===== src/rtl/kpscan_pkg.sv =====
// Shared types, column/key constants and key-code mapping for the 4x4 keypad scanner.
package kpscan_pkg;

  typedef enum logic [1:0] {
    SCAN     = 2'd0,
    DEBOUNCE = 2'd1,
    PRESSED  = 2'd2
  } state_t;

  localparam int KP_W = 4;

  localparam logic [3:0] COL0 = 4'b0111;
  localparam logic [3:0] COL1 = 4'b1011;
  localparam logic [3:0] COL2 = 4'b1101;
  localparam logic [3:0] COL3 = 4'b1110;

  localparam logic [3:0] KEY_A    = 4'd10;
  localparam logic [3:0] KEY_B    = 4'd11;
  localparam logic [3:0] KEY_C    = 4'd12;
  localparam logic [3:0] KEY_D    = 4'd13;
  localparam logic [3:0] KEY_STAR = 4'd14;
  localparam logic [3:0] KEY_HASH = 4'd15;

  // Rotate the single low bit one place to the right, wrapping 1110 -> 0111.
  function automatic logic [3:0] next_col(input logic [3:0] col);
    return {col[0], col[3:1]};
  endfunction

  function automatic logic row_valid(input logic [3:0] rows);
    return ($countones(~rows) == 1);
  endfunction

  // Pattern is {column drive, synchronised rows}; rows ordered as the columns.
  function automatic logic [3:0] key_map(input logic [7:0] pat);
    logic [3:0] code;
    case (pat)
      {COL0, COL0}: code = 4'd1;
      {COL0, COL1}: code = 4'd4;
      {COL0, COL2}: code = 4'd7;
      {COL0, COL3}: code = KEY_STAR;
      {COL1, COL0}: code = 4'd2;
      {COL1, COL1}: code = 4'd5;
      {COL1, COL2}: code = 4'd8;
      {COL1, COL3}: code = 4'd0;
      {COL2, COL0}: code = 4'd3;
      {COL2, COL1}: code = 4'd6;
      {COL2, COL2}: code = 4'd9;
      {COL2, COL3}: code = KEY_HASH;
      {COL3, COL0}: code = KEY_A;
      {COL3, COL1}: code = KEY_B;
      {COL3, COL2}: code = KEY_C;
      {COL3, COL3}: code = KEY_D;
      default:      code = 4'd0;
    endcase
    return code;
  endfunction

endpackage


===== src/rtl/kpscan_sync.sv =====
// kp_sync2: two-flop synchroniser for the asynchronous keypad row pins (idle high).
module kp_sync2
  import kpscan_pkg::*;
(
  input  logic            clk,
  input  logic            reset_n,
  input  logic [KP_W-1:0] d,
  output logic [KP_W-1:0] q
);

  logic [KP_W-1:0] meta;

  always_ff @(posedge clk) begin
    if (!reset_n) begin
      meta <= '1;
      q    <= '1;
    end else begin
      meta <= d;
      q    <= meta;
    end
  end

endmodule


===== src/rtl/kpscan.sv =====
// kpscan: 4x4 keypad column scanner with debounce and valid/ack key events.
// Optional auto-repeat while a key is held: define KPSCAN_REPEAT_EN.
module kpscan
  import kpscan_pkg::*;
#(
`ifdef KPSCAN_REPEAT_EN
  parameter int REPEAT_CNT   = 25,
`endif
  parameter int SCAN_DIV     = 50000,
  parameter int DEBOUNCE_CNT = 4
) (
  input  logic       clk,
  input  logic       reset_n,
  input  logic [3:0] kpr,
  output logic [3:0] kpc,
  output logic [3:0] key_code,
  output logic       key_valid,
  input  logic       key_ack,
  output logic       key_held,
  output logic       overrun
);

  localparam int DW = $clog2(SCAN_DIV);
  localparam int CW = $clog2(DEBOUNCE_CNT + 1);

  state_t        state, state_n;
  logic [3:0]    rs;
  logic [DW-1:0] div, div_n;
  logic [CW-1:0] dcnt, dcnt_n;
  logic [7:0]    cand, cand_n;
  logic [3:0]    kpc_n, key_code_n;
  logic          key_valid_n, key_held_n, overrun_n;
  logic          strobe, issue;
`ifdef KPSCAN_REPEAT_EN
  localparam int RW = $clog2(REPEAT_CNT + 1);
  logic [RW-1:0] rcnt, rcnt_n;
`endif

  kp_sync2 u_sync (
    .clk     (clk),
    .reset_n (reset_n),
    .d       (kpr),
    .q       (rs)
  );

  // kpc only moves on a strobe, when the divider wraps anyway, so the
  // divider restart on a column change needs no extra logic.
  assign strobe = (div == DW'(SCAN_DIV - 1));

  always_ff @(posedge clk) begin
    if (!reset_n) begin
      state     <= SCAN;
      kpc       <= COL0;
      div       <= '0;
      dcnt      <= '0;
      cand      <= '0;
      key_code  <= '0;
      key_valid <= 1'b0;
      key_held  <= 1'b0;
      overrun   <= 1'b0;
`ifdef KPSCAN_REPEAT_EN
      rcnt      <= '0;
`endif
    end else begin
      state     <= state_n;
      kpc       <= kpc_n;
      div       <= div_n;
      dcnt      <= dcnt_n;
      cand      <= cand_n;
      key_code  <= key_code_n;
      key_valid <= key_valid_n;
      key_held  <= key_held_n;
      overrun   <= overrun_n;
`ifdef KPSCAN_REPEAT_EN
      rcnt      <= rcnt_n;
`endif
    end
  end

  always_comb begin
    state_n     = state;
    kpc_n       = kpc;
    div_n       = strobe ? '0 : div + 1'b1;
    dcnt_n      = dcnt;
    cand_n      = cand;
    key_code_n  = key_code;
    key_valid_n = key_valid;
    key_held_n  = key_held;
    overrun_n   = overrun;
    issue       = 1'b0;
`ifdef KPSCAN_REPEAT_EN
    rcnt_n      = rcnt;
`endif

    // Ack is applied before any new event so a coincident press is not an overrun.
    if (key_valid && key_ack)
      key_valid_n = 1'b0;

    case (state)
      SCAN: begin
        if (strobe) begin
          if (row_valid(rs)) begin
            cand_n  = {kpc, rs};
            dcnt_n  = CW'(1);
            state_n = DEBOUNCE;
          end else begin
            kpc_n = next_col(kpc);
          end
        end
      end
      DEBOUNCE: begin
        if (strobe) begin
          if (rs == cand[3:0]) begin
            if (dcnt == CW'(DEBOUNCE_CNT - 1)) begin
              state_n    = PRESSED;
              dcnt_n     = '0;
              key_held_n = 1'b1;
              issue      = 1'b1;
`ifdef KPSCAN_REPEAT_EN
              rcnt_n     = '0;
`endif
            end else begin
              dcnt_n = dcnt + 1'b1;
            end
          end else begin
            state_n = SCAN;
            kpc_n   = next_col(kpc);
          end
        end
      end
      PRESSED: begin
        if (strobe) begin
          if (rs == 4'b1111) begin
            if (dcnt == CW'(DEBOUNCE_CNT - 1)) begin
              state_n    = SCAN;
              dcnt_n     = '0;
              key_held_n = 1'b0;
              kpc_n      = next_col(kpc);
            end else begin
              dcnt_n = dcnt + 1'b1;
            end
          end else begin
            dcnt_n = '0;
          end
`ifdef KPSCAN_REPEAT_EN
          if (rs == cand[3:0]) begin
            if (rcnt == RW'(REPEAT_CNT - 1)) begin
              rcnt_n = '0;
              issue  = 1'b1;
            end else begin
              rcnt_n = rcnt + 1'b1;
            end
          end else begin
            rcnt_n = '0;
          end
`endif
        end
      end
      default: begin
        state_n = SCAN;
        dcnt_n  = '0;
      end
    endcase

    if (issue) begin
      if (key_valid_n) begin
        overrun_n = 1'b1;
      end else begin
        key_valid_n = 1'b1;
        key_code_n  = key_map(cand);
      end
    end
  end

endmodule


===== config.mk =====
export PLATFORM = sky130hd
export DESIGN_NAME = kpscan
export DESIGN_NICKNAME = d
export VERILOG_FILES = /design/src/rtl/kpscan_pkg.sv /design/src/rtl/kpscan_sync.sv /design/src/rtl/kpscan.sv
export SDC_FILE = /design/constraint.sdc
export NUM_CORES = 1
export LEC_CHECK = 0
export BUFFER_PORTS_ARGS = -buffer_cell sky130_fd_sc_hd__buf_4
export CORE_MARGIN = 10
export CORE_UTILIZATION = 45
export CTS_CLUSTER_DIAMETER = 100
export DETAILED_ROUTE_END_ITERATION = 6
export SLEW_MARGIN = 20
export SYNTH_ARGS = -nofsm -noshare
export SYNTH_HDL_FRONTEND = slang
export SYNTH_SLANG_ARGS = --single-unit

===== constraint.sdc =====
create_clock -name clk -period 3.4 [get_ports clk]
set_clock_uncertainty 0.15 [all_clocks]
set_input_delay 0.34 -clock clk [delete_from_list [all_inputs] [get_ports clk]]
set_output_delay 0.34 -clock clk [all_outputs]
set_load 0.02 [all_outputs]

# [After elaboration in Yosys (flattened, before gate mapping)]
# Cells that the tools add are included.
[classes] addsub=5 eq_ne=33 muxes=39 n_bitwise=3 n_reduce_logical=12
[op_table] cell="equality test 8 bit, second input constant" n=11
[op_table] cell="one-hot mux 4 bit (15 select lines)" n=1
[op_table] cell="equality test 8 x 7 -> 1 bit, second input constant" n=4
[op_table] cell="2-to-1 mux 4 bit" n=7
[op_table] cell="2-to-1 mux 3 bit" n=7
[op_table] cell="inequality test 2 bit, second input constant" n=10
[op_table] cell="adder 16 x 1 -> 16 bit, second input constant" n=1
[op_table] cell="equality test 16 bit, second input constant" n=1
[op_table] cell="2-to-1 mux 2 bit" n=8
[op_table] cell="AND reduction 7 bit" n=2
[op_table] cell="2-to-1 mux 1 bit" n=12
[op_table] cell="one-hot mux 4 bit (3 select lines)" n=1
[op_table] cell="one-hot mux 3 bit (3 select lines)" n=1
[op_table] cell="AND reduction 8 bit" n=1
[op_table] cell="one-hot mux 2 bit (3 select lines)" n=1
[op_table] cell="AND reduction 5 bit" n=1
[op_table] cell="adder 1 x 1 -> 2 bit" n=2
[op_table] cell="equality test 4 bit" n=1
[op_table] cell="equality test 4 bit, second input constant" n=1
[op_table] cell="NOT 4 bit" n=1
[op_table] cell="AND reduction 2 bit" n=2
[op_table] cell="adder 2 x 2 -> 3 bit" n=1
[op_table] cell="adder 3 x 1 -> 3 bit, second input constant" n=1
[op_table] cell="equality test 3 x 1 -> 1 bit, second input constant" n=1
[op_table] cell="12 further kinds" n=13
[totals] ff_bits=48 inputBits=7 output_inout_bits=11 word_cells=103

# [Logic depth before layout (Yosys ltp)]
[depth] word_depth=7 mapped_depth=9 mapped_depth_nobuf=9

# [Modules after synthesis]
# From an unflattened synthesis, not the netlist that was laid out.
[unflattened] cells_unflattened=264 area_unflattened_um2=2387.3
[by_module_without_submodules] mod="kpscan" instances=1 cells_per_inst=248 area_each_um2=2177.1 seq_area_each_um2=800.8
[by_module_without_submodules] mod="kp_sync2" instances=1 cells_per_inst=16 area_each_um2=210.2 seq_area_each_um2=160.2

# [Worst setup path before layout]
# Ideal clock, no wire load.
[synth_timing] path_type="register -> register" startpoint="register u_sync.q[0]" endpoint="register kpc[0]" setup_time_ps=129 arrival_time_ps=2487 required_ps=3121 path_slack_ps=634 path_stages_with_launch=10 path_buffers=0 synth_period_minus_slack_ps=2766 path_cell_list="dfxtp_1 > fa_1 > inv_1 > ha_1 > ha_1 > nor4b_1 > nor2_1 > o221ai_1 > mux2i_1 > nand2_1"
[synth_via] elab_chain_cells=6 elab_cells_between_ends=10 classes_between="2 x add/sub; 6 x eq/ne; 1 x bitwise; 1 x reduce/logical"
[synth_lines] element="from (decl)" line="kpscan_sync.sv:8" source="output logic [KP_W-1:0] q"
[synth_lines] element="from (signal assigned)" line="kpscan_sync.sv:19" source="q <= meta;"
[synth_lines] element="NOT 4 bit" line="kpscan_pkg.sv:30" source="return ($countones(~rows) == 1);"
[synth_lines] element="adder 1 x 1 -> 2 bit (implied by the code)" line="kpscan_pkg.sv:30"
[synth_lines] element="adder 2 x 2 -> 3 bit (implied by the code)" line="kpscan_pkg.sv:30"
[synth_lines] element="equality test 3 x 1 -> 1 bit" line="kpscan_pkg.sv:30"
[synth_lines] element="inequality test 2 bit (no source line)"
[synth_lines] element="AND reduction 8 bit (no source line) *"
[synth_lines] element="to (signal assigned)" line="kpscan.sv:66" source="kpc <= kpc_n;"
[synth_lines] element="to (decl)" line="kpscan.sv:15" source="output logic [3:0] kpc,"
# Mark *: on every way between the ends. The rest lies on a longest branch, timed or not.
# A chain may end at the register's enable or synchronous reset.

# [Worst setup path in the final report]
[layout_timing] startpoint="register u_sync.q[0]" endpoint="register kpc[2]"
# Same word-level chain as after synthesis.

==> results by group <==
Worst setup path
  – Worst setup EP type: register
  – Most frequent CP cell: ha_1
  – Crit path max-delay family: adder cells
  – Number of buffers and inverters on the critical path: 1
  – CP Cell Sequence: fa_1, inv_1, ha_1, ha_1, nor4b_1, nor2_1, o221ai_1, mux2i_1, nand2_1
  – Crit path required time: 3.43 ns
  – CP arrival: 3.09 ns
  – CP Launch Type: register
  – CP max-delay cell: fa_1
  – Max stage delay on crit path: 0.55 ns
  – Crit path max fanout: 4
  – Setup crit start: u_sync.q[0]$_SDFF_PN1_
  – Worst reg2reg startpoint: u_sync.q[0]$_SDFF_PN1_
  – Critical path class: reg -> reg

Logic synthesis
  – Syn Nets: 279
  – Seq cells post-synth: 48
  – Synthesized instance count: 266
  – Top-area cell type share of the netlist area: 0.395
  – Synth unique cells: 53
  – Top cells by count, synth: 48 x dfxtp_1, 23 x nor2_1, 16 x xnor2_1, 15 x nand2_1, 15 x nor2b_1
  – Most common cell in the netlist: dfxtp_1
  – Largest cells by area after synthesis: dfxtp_1 39%, mux2i_1 5.8%, xnor2_1 5.8%
  – Synthesis Warnings: 0
  – Async SR Flop Fraction: 0
  – Sequential-to-total area share from yosys stat: 0.395
  – Mean Syn Cell Area: 9.15 sq um
  – Top cell type by total area after synthesis: dfxtp_1
  – Post-synth EDFFs: 0
  – Mapped cell area: 0.00243 sq mm
  – Top FF cell, synth: dfxtp_1

Pwr
  – Leakage: 0.000967 uW
  – IR Drop Worst-Case VDD: 0.225 mV
  – Pwr per Cell Area: 358 mW/mm^2

Placement
  – Placed instance area: 0.00260 sq mm
  – Dpl cells: 341
  – Hpwl dp: 3360 microns
  – GPL Wtd Cong: 0.798
  – Post-placement setup slack: 0.357 ns
  – IO Port Bufs: 17

Clock network
  – Post-cts gate resize count: 0
  – Root Driver: clkbuf_8
  – Worst skew pair latency: 0.30 ns
  – Post-CTS setup repair buffer count: 0
  – Clock sink count: 48
  – Clock-pin slew on the worst setup and hold paths: 0.09 ns
  – Post-CTS Hold Fix Bufs: 0
  – Inserted Clock Buffers: 5
  – Clk buf depth: 2
  – CTS tree: done
  – H-tree levels: 2

Detailed routing
  – Drt drc: 0
  – Vias per cell: 5.36
  – Number of DRC markers in iteration 0: 91
  – Routed vias: 1872
  – DRT Pass-1 Iters: 4
  – Routed Antenna Nets: 0
  – Routed WL: 4770 microns
  – Wirelength per Cell: 13.7 microns

STA
  – Final hold vios: 0
  – Slew Viols, Final: 0
  – Rel. slew slack: 0.622
  – Tmin final: 3.06 ns
  – Worst-margin pin slew: 0.567 ns
  – Fmax: 327 MHz
  – Tcrit/Tclk final: 0.899
  – RSZ-0062 raised after global routing: no
  – Final setup violation count: 0
  – Setup TNS: 0 ns
  – Min Hold Slack: 0.0700 ns
  – Fin worst setup slack: 0.342 ns

Finish
  – Fin nets: 291
  – Area grow syn2layout: 10.8%
  – Design area: 0.00270 sq mm
  – Antenna diode count: 0
  – Share of cells above drive strength 1: 0.129
  – Post-Layout Cell Count: 349

Hold path
  – Hold_sp: kpr[3]
  – Hold crit path type: in -> reg

Die
  – Die height: 93.5 microns
  – Site row count: 26
  – Die area: 0.00875 sq mm
  – Starting Density: 0.470
  – Die X: 93.5 microns
  – Boundary Pins: 18
  – Core area: 0.00517 sq mm

Global route
  – Initial antenna violation count: 0
  – GRT met2 Usage: 0.167
  – First-pass GRT wire length: 8380 microns
  – GRT overflow: 0
  – Met3 Use GR: 0.0344
  – GRT Total Usage: 0.114
  – Number of global-route vias before repair: 1745
  – Met1 Use GR: 0.157
  – Gr busiest metal: met2
  – Pin count of the biggest net entering global routing: 36

Run
  – Max_cap viols: 0

Run status
  – Status: finished, final reports clean
[path summary, 6_finish.rpt]
| path | end | slack (ns) | cells past startpoint |
|---|---|---|---|
| min | u_sync.meta[3]$_SDFF_PN1_ | 0.07 | 2 |
| max reg2reg | kpc[2]$_SDFFE_PN1P_ | 0.34 | 9 |
| min reg2reg | u_sync.q[2]$_SDFF_PN1_ | 0.26 | 1 |
| max | kpc[2]$_SDFFE_PN1P_ | 0.34 | 9 |
[where the power goes]
part           switching, uW  leakage [uW]  internal, uW
clock                    188     0.0000445           165
sequential              5.99      0.000389           569
combinational           18.7      0.000533          17.8
total                    212      0.000967           752
[cell type report]
cell class              count  area, sq um
inverters                   9         33.8
well taps                  70         87.6
clock buffers               7         86.3
flip-flops and latches     48          961
multi-input cells         195         1380
clock inverters             1         7.51
repair buffers             19          143
fillers                   488         2480
[cell usage in the layout, fill, tap and decap left out, drive strengths merged, types with 7 or more instances in the layout]
cell	instances
xor2	7
inv	9
clkbuf	7
buf	19
mux2i	14
xnor2	16
nand3	7
nor2	23
nand2b	13
nor2b	15
a21oi	8
nand4	7
dfxtp	48
and3	7
nand2	15
[logic make-up after synthesis]
group,Yosys count,share of synthesized area
buffers and inverters,23,0.0391
DFF,48,0.395
muxes,15,0.0622
xor gates and xnor gates,23,0.0828
and+or+nand+nor,115,0.282
adders and majority gates,6,0.0339
AOI/OAI and AO/OA,36,0.105
[state kept, by name, indices dropped and copies added (netlist names)]
| name | cells |
|---|---|
| state | 2 |
| key_code | 4 |
| key_valid | 1 |
| cand | 8 |
| overrun | 1 |
| key_held | 1 |
| div | 16 |
| u_sync.meta | 4 |
| kpc | 4 |
| dcnt | 3 |
| u_sync.q | 4 |
[stage by stage]
step | power [uW] | utilization
2_1_floorplan | 613 | -
3_5_place_dp | 625 | 0.503
6_report | 965 | 0.521
5_1_grt | 999 | 0.521
3_3_place_gp | 624 | 0.503
4_1_cts | 976 | 0.521
[per-layer routing]
layer | wire length [microns] | vias to the layer above
li1 | - | 959
met1 | 2550 | 864
met2 | 1920 | 44
met3 | 239 | 5
met4 | 54 | 0
met5 | 0 | -
(Power assumes the default switching activity.)
